==> src/rtl/lut_ff_bank.sv <==
// lut_ff_bank: bank of registered programmable 4-input LUT channels with clk-domain edge capture
module lut_ff_bank #(
    parameter int          CH          = 4,
    parameter int          SYNC_STAGES = 2,
    parameter logic [15:0] TT_RST      = 16'h0000,
    parameter logic [1:0]  MODE_RST    = 2'b01,
    localparam int         CW          = (CH > 1) ? $clog2(CH) : 1
) (
    input  logic          clk,
    input  logic          rst,
    input  logic [CH-1:0] in_a,
    input  logic [CH-1:0] in_b,
    input  logic [CH-1:0] in_c,
    input  logic [CH-1:0] in_d,
    input  logic          clr,
    input  logic          cfg_we,
    input  logic [CW-1:0] cfg_ch,
    input  logic          cfg_sel,
    input  logic [15:0]   cfg_wdata,
    output logic [CH-1:0] outt,
    output logic [CH-1:0] outt_vld
);
    logic [4*CH-1:0] raw, s;
    logic [CH-1:0]   a_s, b_s, c_s, d_s, d_prev, rise, fall, cap, fval;
    logic [15:0]     tt [CH];
    logic [1:0]      mode [CH];

    assign raw = {in_d, in_c, in_b, in_a};
    assign {d_s, c_s, b_s, a_s} = s;

    generate
        if (SYNC_STAGES == 0) begin : g_bypass
            assign s = raw;
        end else begin : g_sync
            logic [4*CH-1:0] st [SYNC_STAGES];
            // shift every raw input bit through the synchroniser chain
            always_ff @(posedge clk or negedge rst)
                if (!rst) st <= '{default: '0};
                else begin
                    st[0] <= raw;
                    for (int k = 1; k < SYNC_STAGES; k++) st[k] <= st[k-1];
                end
            assign s = st[SYNC_STAGES-1];
        end
    endgenerate

    // edge detection, capture qualification and table lookup per channel
    always_comb begin
        rise = d_s & ~d_prev;
        fall = ~d_s & d_prev;
        cap  = '0;
        fval = '0;
        for (int i = 0; i < CH; i++) begin
            cap[i]  = (mode[i] == 2'b00) | (mode[i][0] & rise[i]) | (mode[i][1] & fall[i]);
            fval[i] = tt[i][{d_s[i], c_s[i], b_s[i], a_s[i]}];
        end
    end

    // configuration storage; out-of-range channel numbers match nothing and are dropped
    always_ff @(posedge clk or negedge rst)
        if (!rst) begin
            tt   <= '{default: TT_RST};
            mode <= '{default: MODE_RST};
        end else begin
            for (int i = 0; i < CH; i++)
                if (cfg_we && cfg_ch == CW'(i)) begin
                    if (cfg_sel) mode[i] <= cfg_wdata[1:0];
                    else tt[i] <= cfg_wdata;
                end
        end

    // previous synchronised d for edge detection, kept across mode changes and clr
    always_ff @(posedge clk or negedge rst)
        if (!rst) d_prev <= '0;
        else d_prev <= d_s;

    // output capture; clr wins over any capture in the same cycle
    always_ff @(posedge clk or negedge rst)
        if (!rst) begin
            outt     <= '0;
            outt_vld <= '0;
        end else if (clr) begin
            outt     <= '0;
            outt_vld <= '0;
        end else begin
            outt     <= (outt & ~cap) | (fval & cap);
            outt_vld <= cap;
        end
endmodule

==> config.mk <==
export PLATFORM = sky130hd
export DESIGN_NAME = lut_ff_bank
export DESIGN_NICKNAME = d
export VERILOG_FILES = /design/src/rtl/lut_ff_bank.sv
export SDC_FILE = /design/constraint.sdc
export NUM_CORES = 1
export LEC_CHECK = 0
export BUFFER_PORTS_ARGS = -buffer_cell sky130_fd_sc_hd__buf_2
export CORE_ASPECT_RATIO = 0.5
export CORE_UTILIZATION = 60
export CTS_BUF_LIST = sky130_fd_sc_hd__clkbuf_4 sky130_fd_sc_hd__clkbuf_8 sky130_fd_sc_hd__clkbuf_16
export CTS_CLUSTER_SIZE = 8
export DETAILED_ROUTE_END_ITERATION = 8
export HOLD_SLACK_MARGIN = 0.08
export PLACE_DENSITY_LB_ADDON = 0.05
export REMOVE_ABC_BUFFERS = 1
export SETUP_SLACK_MARGIN = 0.15
export SYNTH_ARGS = -nofsm -noshare
export SYNTH_HDL_FRONTEND = slang
export SYNTH_SLANG_ARGS = --single-unit
==> constraint.sdc <==
create_clock -name clk -period 4.68 [get_ports clk]
set_clock_uncertainty 0.1 [all_clocks]
set_input_delay 0.936 -clock clk [delete_from_list [all_inputs] [get_ports clk]]
set_output_delay 0.936 -clock clk [all_outputs]
set_load 0.1 [all_outputs]
# Word-level counts from Yosys, hierarchy flattened
# Cells that the tools add are included.
[word_totals]
reg_bits = 116
input_bits = 39
out_inout_bits = 8
[op_classes]
magnitude_cmp = 4
n_eq_ne = 3
n_mux = 10
bitwise_logic = 25
reduce_logical = 17
[ops]
columns = ["cell", "count"]
rows = [
  ["$lt A4 B5 Y1 const B", 4],
  ["$and A4 B4 Y4", 4],
  ["$bmux W1 S4", 4],
  ["$reduce_and A2 Y1", 8],
  ["$not A4 Y4", 3],
  ["$logic_not A2 Y1", 5],
  ["$and A1 B1 Y1", 8],
  ["$mux W4", 2],
  ["$or A1 B1 Y1", 8],
  ["$eq A2 B2 Y1 const B", 2],
  ["$logic_and A1 B1 Y1", 4],
  ["$mux W1", 4],
  ["$or A4 B4 Y4", 1],
  ["$eq A2 B1 Y1 const B", 1],
  ["$not A1 Y1", 1],
]

# Depth between registers and ports, before layout
# Gate-level depths: netlist of the first run.
[logic_depth]
depth_word = 9
mapped_depth = 5
mapped_depth_nobuf = 4

# Least setup slack after synthesis of the first run
# OpenSTA, ideal clock, no wires.
[synth_timing]
path_kind = "input to register"
start = "in cfg_ch[0]"
end = "reg tt[37] (netlist bit)"
arrival_ns = 1.990
required_time_ns = 4.455
path_slack_ns = 2.465
stages = 4
path_buffers = 2
cell_sequence = "buf_2 nor3b_4 buf_8 mux2_2"
[synth_via]
elab_chain_len = 3
[synth_rtl]
columns = ["item", "line_no", "text"]
rows = [
  ["from (decl)", "17", "input logic [CW-1:0] cfg_ch,"],
  ["$eq A2 B1 Y1", "66", "if (cfg_we && cfg_ch == CW'(i)) begin"],
  ["$logic_and A1 B1 Y1", "66", ""],
  ["$reduce_and A2 Y1 (no line)", "-", ""],
  ["to (signal, indexed assignment)", "68", "else tt[i] <= cfg_wdata;"],
  ["to (decl)", "25", "logic [15:0] tt [CH];"],
]
# No other way between the ends.
# A chain may end at the register's enable or synchronous reset.

# Worst setup path in the final report of the first run
[layout_timing]
start = "reg outt[1]"
end = "out outt[1]"
[layout_rtl]
columns = ["item", "line_no", "text"]
rows = [
  ["from (decl)", "20", "output logic [CH-1:0] outt,"],
  ["from (signal assigned)", "86", "outt <= (outt & ~cap) | (fval & cap);"],
]
# No word-level cell between the ends.

==> Implementation_results.wiki, run 1 <==
{| class="wikitable"
! Metric !! Value
|-
| Global route total overflow || 0
|-
| Synth Area in Simple Gates || 0.0646
|-
| Standard-cell row count || 22
|-
| Die height || 64.1 um
|-
| Global-route wire length before repair || 15100 um
|-
| XOR/XNOR Fraction of Synth Area || 0
|-
| Critical path's slowest cell || buf_2
|-
| Global Route Usage Sum || 0.262
|-
| Cell area after synthesis || 0.00463 sq mm
|-
| Total buffers and inverters traversed by the critical path || 1
|-
| Min Hold Slack || 0.245 ns
|-
| Critical path class || register to primary output
|-
| Clock slew at reported path FFs || 0.05 ns
|-
| Number of warnings issued by yosys || 0
|-
| Max capacitance violation total || 0
|-
| Number of optimization iterations in the first detailed-route pass || 4
|-
| Post_cts resized || 0
|-
| Hold buffers post-CTS || 0
|-
| Count of unique library cells instantiated by Yosys || 27
|-
| Top layer in use || met4
|-
| Slowest cell delay on critical path || 0.43 ns
|-
| Fraction of registers with async set or reset after synthesis || 1.00
|-
| Share of the synthesized area in compound gates (AO/OA/AOI/OAI) || 0.0343
|-
| Family with the most delay on the worst path || buffers and inverters
|-
| Drt wl/cell || 19.2 um
|-
| Number of max-slew violations in the final report || 0
|-
| Cell taking the most area after synthesis || dfrtp_1
|-
| Result of the run || finished, final reports clean
|-
| Critical path data arrival time || 1.20 ns
|-
| DRC || 0
|-
| Crit path setup slack, layout || 2.44 ns
|-
| IO buf count || 46
|-
| Total wire length after detailed routing || 8760 um
|-
| Synth area leaders || dfrtp_1, mux2_2, mux4_1, mux2i_1, dfstp_2
|-
| Crit share post-route || 0.478
|-
| DPL Wire Length || 5960 um
|-
| Drt via density || 5.76
|-
| Top-area cell type share of the netlist area || 0.605
|-
| Pin count of the biggest net entering global routing || 77
|-
| Met2 WL || 3920 um
|-
| Core footprint || 0.00740 sq mm
|-
| Cell at the root of the clock tree || clkbuf_16
|-
| Post-route cell area || 0.00552 sq mm
|-
| Most frequently used flop master after synthesis || dfrtp_1
|-
| Placement-stage worst setup slack || 2.10 ns
|-
| H-tree Lvls || 4
|-
| Worst VDD drop || 0.414 mV
|-
| Die span in x || 126 um
|-
| Pleak || 2.49 nW
|-
| Area overhead of the layout relative to synthesis || 19.3%
|-
| TritonCTS Sinks || 116
|-
| Share of post-route cells with drive strength above 1 || 0.443
|-
| Starting Density || 0.625
|-
| Number of buffers inserted during clock tree synthesis || 17
|-
| Endpoint kind of the worst setup timing path || primary output
|-
| Type of element launching the critical path || register
|-
| Setup_tns || 0 ns
|-
| Leading post-synthesis cells by instance count || dfrtp_1, mux2_2, mux2i_1
|-
| Overall via count from detail_route || 2633
|-
| Shortest period the worst path allows || 2.24 ns
|-
| Share of synthesized area occupied by flip-flops and latches || 0.628
|-
| Hold violation count in the final report || 0
|-
| Mean instance size in the synthesized netlist || 15.9 sq um
|-
| Clock insertion delay at the later pin of the skew report || 0.41 ns
|-
| Final Core Density || 0.746
|-
| Setup repair after global routing missed its margin || false
|-
| Gp weighted congestion || 0.817
|-
| Crit-path max FO || 2
|-
| Pin slew with the least headroom to its limit || 0.929 ns
|-
| Count of pins on the block boundary || 47
|-
| Combinational family with the most area after synthesis || multiplexers
|-
| Sum of met3 wire segment lengths after detailed routing || 488 um
|-
| Max transition margin || 0.381
|-
| Sequence of cells on the critical path || buf_2
|-
| Iteration-0 DRC count of the detailed router || 127
|-
| Power density over cell area || 542 mW/mm^2
|-
| Total power || 2.99 mW
|-
| Bufs on Longest Clock Path || 2
|-
| Multiplexer area fraction after synthesis || 0.255
|-
| Placement Cell Area || 0.00492 sq mm
|-
| Wire length on met1 || 4170 um
|-
| Antenna Violating Nets Remaining || 0
|-
| Final Net Count || 387
|-
| Initial antenna violation count || 0
|-
| Postcts setup bufs || 0
|-
| Dominant cell by count in the synthesized netlist || dfrtp_1
|-
| Number of enable flip-flop cells after synthesis || 0
|-
| Diodes inserted || 0
|-
| Non-Filler Instances || 457
|-
| Final setup violation count || 0
|-
| Class of the tightest hold or removal check || register to register
|-
| Fmax || 0.447 GHz
|-
| Post-synthesis sequential element count || 116
|-
| Number of cells produced by synthesis || 292
|-
| DIE AREA || 0.00809 sq mm
|-
| Via count of the first global-routing pass || 2890
|-
| Number of placed cells counting well taps || 425
|-
| Area share of fa/ha/maj cells after synthesis || 0
|-
| Fill cell instance count of the final layout || 461
|-
| Required time of the critical path || 3.64 ns
|-
| TritonCTS clock tree || built
|}
-- kinds of logic after synthesis --
| family | Yosys count |
|---|---|
| AO/OA/AOI/OAI | 20 |
| buffers and inverters | 14 |
| flip-flops | 116 |
| multiplexers | 96 |
| AND/OR/NAND/NOR | 46 |
-- state kept, by name, indices dropped and copies added (netlist names) --
name and flops:
d_prev 4, g_sync.st 16, mode 8, outt 4, outt_vld 4, s 16
tt 64
-- path summary, 6_finish.rpt --
| path | start | endpoint | slack [ns] | cells past startpoint |
|---|---|---|---|---|
| min in group asynchronous | rst | g_sync.st[30] | 0.57 | 1 |
| max reg2reg | s[5] | outt[1] | 2.91 | 4 |
| max in group asynchronous | rst | tt[63] | 2.84 | 2 |
| min | g_sync.st[21] | s[5] | 0.24 | 0 |
| min reg2reg | g_sync.st[21] | s[5] | 0.24 | 0 |
| max | outt[1] | outt[1] | 2.44 | 1 |
-- per-layer routing --
layer / vias up / GRT usage
li1: 1198 / -
met2: 80 / 0.381
met5: - / 0
met3: 19 / 0.0871
met1: 1336 / 0.361
met4: 0 / 0.119
-- layout make-up --
class / count / area (sq um) / share of cell area
clock buffers: 19 / 440 / 0.0797
clock inverters: 13 / 160 / 0.0290
well taps: 96 / 120 / 0.0217
multi-input cells: 162 / 1640 / 0.297
flip-flops and latches: 116 / 2910 / 0.527
inverters: 4 / 15.0 / 0.00272
repair buffers: 47 / 240 / 0.0435
-- power breakdown --
group	switching, mW	internal (mW)
clock	0.452	0.844
combinational	0.227	0.197
sequential	0.0975	1.18
total	0.776	2.22
-- placed cells by master (no fill, tap or decap), types with 5 or more instances in the layout --
cell | Yosys | final
buf_2 | 7 | 45
clkbuf_16 | 0 | 17
clkinvlp_4 | 0 | 5
dfrtp_1 | 112 | 112
mux2_2 | 72 | 72
mux2i_1 | 16 | 16
mux4_1 | 8 | 8
nand2_1 | 8 | 8
nand3_1 | 8 | 8
nand3b_1 | 5 | 5
nor2_1 | 8 | 8
nor2b_1 | 8 | 8
o211ai_1 | 5 | 5
No activity file was read; power rests on OpenSTA's default activity.
==> inputs of run 2 (changes only) <==
--- a/config.mk
+++ b/config.mk
@@ -7,7 +7,7 @@
 export LEC_CHECK = 0
 export BUFFER_PORTS_ARGS = -buffer_cell sky130_fd_sc_hd__buf_2
 export CORE_ASPECT_RATIO = 0.5
-export CORE_UTILIZATION = 60
+export CORE_UTILIZATION = 58
 export CTS_BUF_LIST = sky130_fd_sc_hd__clkbuf_4 sky130_fd_sc_hd__clkbuf_8 sky130_fd_sc_hd__clkbuf_16
 export CTS_CLUSTER_SIZE = 8
 export DETAILED_ROUTE_END_ITERATION = 8
==> constraint.sdc (replaced) <==
create_clock -name clk -period 2.1 [get_ports clk]
set_clock_uncertainty 0.1 [all_clocks]
set_input_delay 0.42 -clock clk [delete_from_list [all_inputs] [get_ports clk]]
set_output_delay 0.42 -clock clk [all_outputs]
set_load 0.1 [all_outputs]
==> run 2 against run 1 <==
- global-route usage is 0.84 points lower
- sequential power is 120% higher
- first-iteration DRC count is 8.7% higher
- wire length is 3.3% higher
- cell count is 7.7% higher
- clock-buffer cell count is 1 lower
- register-to-register slack worse by 2.6 ns
- sequential share of layout area is 2.4 points lower
- die area is 3.4% higher
==> Implementation_results.wiki, run 2 (same netlist as run 1, synthesis figures left out) <==
{| class="wikitable"
! Metric !! Value
|-
| Result of the run || finished, final reports clean (unchanged)
|-
| TritonCTS clock tree || built (unchanged)
|-
| Clock slew at reported path FFs || 0.06 ns (was 0.05 ns)
|-
| Share of post-route cells with drive strength above 1 || 0.432 (was 0.443)
|-
| Die span in x || 128 um (was 126 um)
|-
| DIE AREA || 0.00837 sq mm (was 0.00809 sq mm)
|-
| Clock insertion delay at the later pin of the skew report || 0.41 ns (about the same)
|-
| Most frequent cells in the layout || dfrtp_1, mux2_2, buf_2 (unchanged)
|-
| Setup repair after global routing missed its margin || false (unchanged)
|-
| Critical path data arrival time || 1.93 ns (was 1.20 ns)
|-
| H-tree Lvls || 4 (unchanged)
|-
| Number of optimization iterations in the first detailed-route pass || 4 (unchanged)
|-
| Total buffers and inverters traversed by the critical path || 0 (was 1)
|-
| Family with the most delay on the worst path || multiplexers (was buffers and inverters)
|-
| Critical path's slowest cell || mux4_1 (was buf_2)
|-
| Total wire length after detailed routing || 9040 um (was 8760 um)
|-
| Type of element launching the critical path || register (unchanged)
|-
| Fmax || 0.568 GHz
|-
| Total power || 6.78 mW (was 2.99 mW)
|-
| Final setup violation count || 0 (unchanged)
|-
| Number of buffers inserted during clock tree synthesis || 17 (unchanged)
|-
| Gp weighted congestion || 0.815 (was 0.817)
|-
| Iteration-0 DRC count of the detailed router || 138 (was 127)
|-
| Sequence of cells on the critical path || mux4_1 -> a2bb2oi_1 -> nand3_1 -> a311oi_1 (was buf_2)
|-
| Cell at the root of the clock tree || clkbuf_16 (unchanged)
|-
| Crit path setup slack, layout || 0.338 ns (was 2.44 ns)
|-
| Count of pins on the block boundary || 47 (unchanged)
|-
| Crit-path max FO || 6 (was 2)
|-
| Setup slack, reg-to-reg || 0.34 ns (was 2.91 ns)
|-
| Class of the tightest hold or removal check || input port to register (was register to register)
|-
| Bufs on Longest Clock Path || 2 (unchanged)
|-
| Pin slew with the least headroom to its limit || 0.488 ns (was 0.929 ns)
|-
| R2R depth || 4 (unchanged)
|-
| Global route total overflow || 0 (unchanged)
|-
| Max transition margin || 0.677 (was 0.381)
|-
| Commonest non-fill, non-tap cell in the layout || dfrtp_1 (unchanged)
|-
| Pleak || 2.61 nW (was 2.49 nW)
|-
| Global-route wire length before repair || 15100 um (about the same)
|-
| Worst VDD drop || 0.670 mV (was 0.414 mV)
|-
| Number of flip-flops in the largest register || 64 (unchanged)
|-
| Drt via density || 5.49 (was 5.76)
|-
| Global Route Usage Sum || 0.253 (was 0.262)
|-
| Setup_tns || 0 ns (unchanged)
|-
| Max capacitance violation total || 0 (unchanged)
|-
| Required time of the critical path || 2.27 ns (was 3.64 ns)
|-
| Reg2Reg Capture Point || outt[3] (was outt[1])
|-
| Standard-cell row count || 22 (unchanged)
|-
| Critical path class || register to register (was register to primary output)
|-
| Drt wl/cell || 18.4 um (was 19.2 um)
|-
| Overall via count from detail_route || 2701 (was 2633)
|-
| Power density over cell area || 1170 mW/mm^2 (was 542 mW/mm^2)
|-
| Hold path start || cfg_wdata[2] (was g_sync.st[21])
|-
| Initial antenna violation count || 0 (unchanged)
|-
| TritonCTS Sinks || 116 (unchanged)
|-
| Via count of the first global-routing pass || 2968 (was 2890)
|-
| Startpoint of the most critical register-to-register path || s[7] (was s[5])
|-
| Endpoint kind of the worst setup timing path || register (was primary output)
|-
| Hold violation count in the final report || 0 (unchanged)
|-
| Starting Density || 0.616 (was 0.625)
|-
| Placement-stage worst setup slack || 0.322 ns (was 2.10 ns)
|-
| Register ranked first by flip-flop count || tt (unchanged)
|-
| Capture endpoint of the worst hold path || tt[50] (was s[5])
|-
| Crit share post-route || 0.839
|-
| DPL Wire Length || 6100 um (was 5960 um)
|-
| Final Net Count || 410 (was 387)
|-
| Pin count of the biggest net entering global routing || 49 (was 77)
|-
| Diodes inserted || 0 (unchanged)
|-
| Antenna Violating Nets Remaining || 0 (unchanged)
|-
| Shortest period the worst path allows || 1.76 ns
|-
| Number of max-slew violations in the final report || 0 (unchanged)
|-
| Area overhead of the layout relative to synthesis || 25.1% (was 19.3%)
|-
| Slowest cell delay on critical path || 0.63 ns (was 0.43 ns)
|-
| IO buf count || 46 (unchanged)
|-
| Number of stages on the worst hold path || 2 (was 0)
|-
| Die height || 65.2 um (was 64.1 um)
|-
| DRC || 0 (unchanged)
|-
| Core footprint || 0.00751 sq mm (was 0.00740 sq mm)
|}
-- run 2: where the power goes --
part / internal [mW] / switching, mW / leakage, nW
registers: 2.62 / 0.219 / 1.38
logic: 0.470 / 0.517 / 0.934
clock network: 1.91 / 1.05 / 0.294
-- run 2: layout make-up --
class                   instances  area [sq um]
clock buffers                  18           439
well taps                     108           135
inverters                       4          15.0
multi-input cells             162          1640
fillers                       481          1720
repair buffers                 70           480
flip-flops and latches        116          2910
clock inverters                14           175
-- run 2: repair_timing --
item | 4_1_cts | 5_1_grt
hold endpoints to repair | 45 | 0
gates resized for setup | 0 | 0
hold buffers | 17 | 0
setup buffers | 0 | 0
-- run 2: per-stage QoR --
| step | instance area (sq um) | util | hold WS (ns) | std cells |
|---|---|---|---|---|
| 3_3_place_gp | 5010 | 0.666 | 0.231 | 443 |
| 3_5_place_dp | 5010 | 0.666 | 0.235 | 443 |
| 4_1_cts | 5790 | 0.771 | 0.195 | 492 |
| 6_report | 5790 | 0.771 | 0.197 | 492 |
| 2_1_floorplan | 4560 | - | 0.0244 | 282 |
| 5_1_grt | 5790 | 0.771 | 0.192 | 492 |
-- run 2: how the worst max path moves through the flow --
stage	from	slack (ns)	end	cells after the start
after floorplan	cfg_sel	0.37	tt[32]	3
after global placement	cfg_sel	0.37	tt[42]	5
after detailed placement	cfg_sel	0.32	tt[40]	5
after CTS	s[7]	0.35	outt[3]	4
after global routing	s[7]	0.25	outt[3]	4
final	s[7]	0.34	outt[3]	4
-- run 2: layer usage --
layer  vias up  GRT usage  part of all wire
li1       1245          -                 -
met5         -          0                 0
met3        14     0.0765             0.044
met1      1386      0.340              0.49
met4         0     0.0971            0.0097
met2        56      0.394              0.46
==> inputs of run 3 (changes only) <==
--- a/config.mk
+++ b/config.mk
@@ -7,7 +7,7 @@
 export LEC_CHECK = 0
 export BUFFER_PORTS_ARGS = -buffer_cell sky130_fd_sc_hd__buf_2
 export CORE_ASPECT_RATIO = 0.5
-export CORE_UTILIZATION = 58
+export CORE_UTILIZATION = 52
 export CTS_BUF_LIST = sky130_fd_sc_hd__clkbuf_4 sky130_fd_sc_hd__clkbuf_8 sky130_fd_sc_hd__clkbuf_16
 export CTS_CLUSTER_SIZE = 8
 export DETAILED_ROUTE_END_ITERATION = 8
==> constraint.sdc (replaced) <==
create_clock -name clk -period 1.6 [get_ports clk]
set_clock_uncertainty 0.1 [all_clocks]
set_input_delay 0.32 -clock clk [delete_from_list [all_inputs] [get_ports clk]]
set_output_delay 0.32 -clock clk [all_outputs]
set_load 0.1 [all_outputs]
==> run 3 against run 2 <==
- sequential cell count stayed put
- non-clock buffer count is 13 higher
- clock-buffer cell count is 4 higher
- die area is 11% higher
- first-iteration DRC count is 35% higher
- sequential power is 33% higher
- via count is 2.1% higher
- cell count is 3.3% higher
- maximum frequency is 16% higher
==> Implementation_results.wiki, run 3 (same netlist as run 1, synthesis figures left out) <==
{| class="wikitable"
! Metric !! Value
|-
| Area overhead of the layout relative to synthesis || 30.6% (was 25.1%)
|-
| Cell at the root of the clock tree || clkbuf_16 (unchanged)
|-
| Final Net Count || 423 (was 410)
|-
| Number of max-slew violations in the final report || 0 (unchanged)
|-
| Starting Density || 0.557 (was 0.616)
|-
| Number of optimization iterations in the first detailed-route pass || 4 (unchanged)
|-
| Number of stages on the worst hold path || 2 (unchanged)
|-
| Crit-path max FO || 2 (was 6)
|-
| R2R depth || 4 (unchanged)
|-
| Count of pins on the block boundary || 47 (unchanged)
|-
| Total wire length after detailed routing || 9720 um (was 9040 um)
|-
| Core footprint || 0.00832 sq mm (was 0.00751 sq mm)
|-
| Clock insertion delay at the later pin of the skew report || 0.40 ns (was 0.41 ns)
|-
| Max capacitance violation total || 0 (unchanged)
|-
| Crit path setup slack, layout || 0.0814 ns (was 0.338 ns)
|-
| Drt via density || 5.43 (was 5.49)
|-
| Shortest period the worst path allows || 1.52 ns (was 1.76 ns)
|-
| Result of the run || finished, final reports clean (unchanged)
|-
| Clock slew at reported path FFs || 0.06 ns (about the same)
|-
| Total power || 9.23 mW (was 6.78 mW)
|-
| Setup slack, reg-to-reg || 0.08 ns (was 0.34 ns)
|-
| Hold violation count in the final report || 0 (unchanged)
|-
| Reg2Reg Capture Point || outt[0] (was outt[3])
|-
| TritonCTS Sinks || 116 (unchanged)
|-
| Critical path data arrival time || 1.68 ns (was 1.93 ns)
|-
| Global Route Usage Sum || 0.236 (was 0.253)
|-
| DPL Wire Length || 6840 um (was 6100 um)
|-
| Register ranked first by flip-flop count || tt (unchanged)
|-
| Required time of the critical path || 1.76 ns (was 2.27 ns)
|-
| Non-Filler Instances || 508 (was 492)
|-
| Max transition margin || 0.716 (was 0.677)
|-
| Number of buffers inserted during clock tree synthesis || 17 (unchanged)
|-
| Number of flip-flops in the largest register || 64 (unchanged)
|-
| Placement-stage worst setup slack || -0.00288 ns (was 0.322 ns)
|-
| Startpoint of the most critical register-to-register path || s[4] (was s[7])
|-
| DRC || 0 (unchanged)
|-
| Initial antenna violation count || 0 (unchanged)
|-
| Standard-cell row count || 23 (was 22)
|-
| Die height || 68.7 um (was 65.2 um)
|-
| Fmax || 0.659 GHz (was 0.568 GHz)
|-
| Iteration-0 DRC count of the detailed router || 186 (was 138)
|-
| Class of the tightest hold or removal check || input port to register (unchanged)
|-
| Endpoint kind of the worst setup timing path || register (unchanged)
|-
| Final setup violation count || 0 (unchanged)
|-
| Type of element launching the critical path || register (unchanged)
|-
| Share of post-route cells with drive strength above 1 || 0.492 (was 0.432)
|-
| Global-route wire length before repair || 15100 um (about the same)
|-
| DIE AREA || 0.00931 sq mm (was 0.00837 sq mm)
|-
| Antenna Violating Nets Remaining || 0 (unchanged)
|-
| Pin count of the biggest net entering global routing || 43 (was 49)
|-
| Worst VDD drop || 0.909 mV (was 0.670 mV)
|-
| Number of placed cells counting well taps || 458 (was 443)
|-
| TritonCTS clock tree || built (unchanged)
|-
| Placement Cell Area || 0.00516 sq mm (was 0.00501 sq mm)
|-
| Capture endpoint of the worst hold path || tt[9] (was tt[50])
|-
| Global route total overflow || 0 (unchanged)
|-
| Setup repair after global routing missed its margin || true (was false)
|-
| Die span in x || 135 um (was 128 um)
|-
| Critical path class || register to register (unchanged)
|-
| Bufs on Longest Clock Path || 2 (unchanged)
|-
| Commonest non-fill, non-tap cell in the layout || dfrtp_1 (unchanged)
|-
| Most frequent cells in the layout || dfrtp_1, mux2_2, buf_2 (unchanged)
|-
| Min Hold Slack || 0.109 ns (was 0.197 ns)
|-
| Hold path start || cfg_wdata[9] (was cfg_wdata[2])
|-
| Gp weighted congestion || 0.834 (was 0.815)
|-
| Post-route cell area || 0.00605 sq mm (was 0.00579 sq mm)
|-
| Crit share post-route || 0.949 (was 0.839)
|-
| IO buf count || 46 (unchanged)
|-
| Overall via count from detail_route || 2757 (was 2701)
|-
| Diodes inserted || 0 (unchanged)
|-
| Pleak || 2.69 nW (was 2.61 nW)
|-
| Pin slew with the least headroom to its limit || 0.424 ns (was 0.488 ns)
|-
| H-tree Lvls || 4 (unchanged)
|-
| Drt wl/cell || 19.1 um (was 18.4 um)
|-
| Via count of the first global-routing pass || 2758 (was 2968)
|-
| Power density over cell area || 1530 mW/mm^2 (was 1170 mW/mm^2)
|}
## run 3: cell count changes in the layout (fill, tap and decap cells not counted), sizes merged
cell,previous run,this run
buf,53,66
bufinv,3,4
clkinvlp,3,1
clkbuf,18,22
inv,8,4
## run 3: how the worst max path moves through the flow
| stage | startpoint | endpoint | cells past startpoint |
|---|---|---|---|
| 2_1_floorplan | cfg_sel | tt[32] | 3 |
| 5_1_grt | s[4] | outt[0] | 4 |
| 3_5_place_dp | cfg_sel | tt[44] | 5 |
| 4_1_cts | outt[2] | outt[2] | 1 |
| 6_report | s[4] | outt[0] | 4 |
| 3_3_place_gp | cfg_sel | tt[35] | 5 |
## run 3: worst max-delay path, stage by stage, from the launching register on
cell and delay [ns]:
dfrtp_1 0.39, buf_6 0.13, mux4_2 0.48, o211ai_1 0.18, a311oi_1 0.10
## run 3: layout make-up
| cell class | count | area, sq um |
|---|---|---|
| clock buffer | 22 | 482 |
| clock inverter | 9 | 151 |
| fill | 534 | 2270 |
| inverter | 4 | 15.0 |
| multi-input combinational | 162 | 1630 |
| sequential | 116 | 2910 |
| tap | 112 | 140 |
| timing repair buffer | 83 | 712 |
## run 3: power breakdown
group	switching [mW]	leakage [nW]	internal (mW)
Combinational	0.727	1.00	0.742
Sequential	0.320	1.38	3.45
Clock	1.25	0.313	2.75
## run 3: stage by stage
| step | setup TNS, ns | utilization |
|---|---|---|
| after floorplan | -0.682 | - |
| after global placement | 0 | 0.620 |
| after CTS | 0 | 0.722 |
| after detailed placement | -0.00843 | 0.620 |
| final | 0 | 0.727 |
| after global routing | -0.0131 | 0.727 |
## run 3: what timing repair did
item                                    4_1_cts  5_1_grt
hold endpoints to repair                     41        0
setup buffers                                 1        1
gates resized for setup                      25       13
hold buffers                                 17        0
endpoints found under the setup margin       12        9
pin swaps                                     3        4
## run 3: per-layer routing
layer | up-vias | global-route usage | part of all wire
met5 | - | 0 | 0
met4 | 0 | 0.0941 | 0.0063
met3 | 8 | 0.0592 | 0.057
met2 | 77 | 0.329 | 0.42
met1 | 1408 | 0.353 | 0.52
li1 | 1264 | - | -
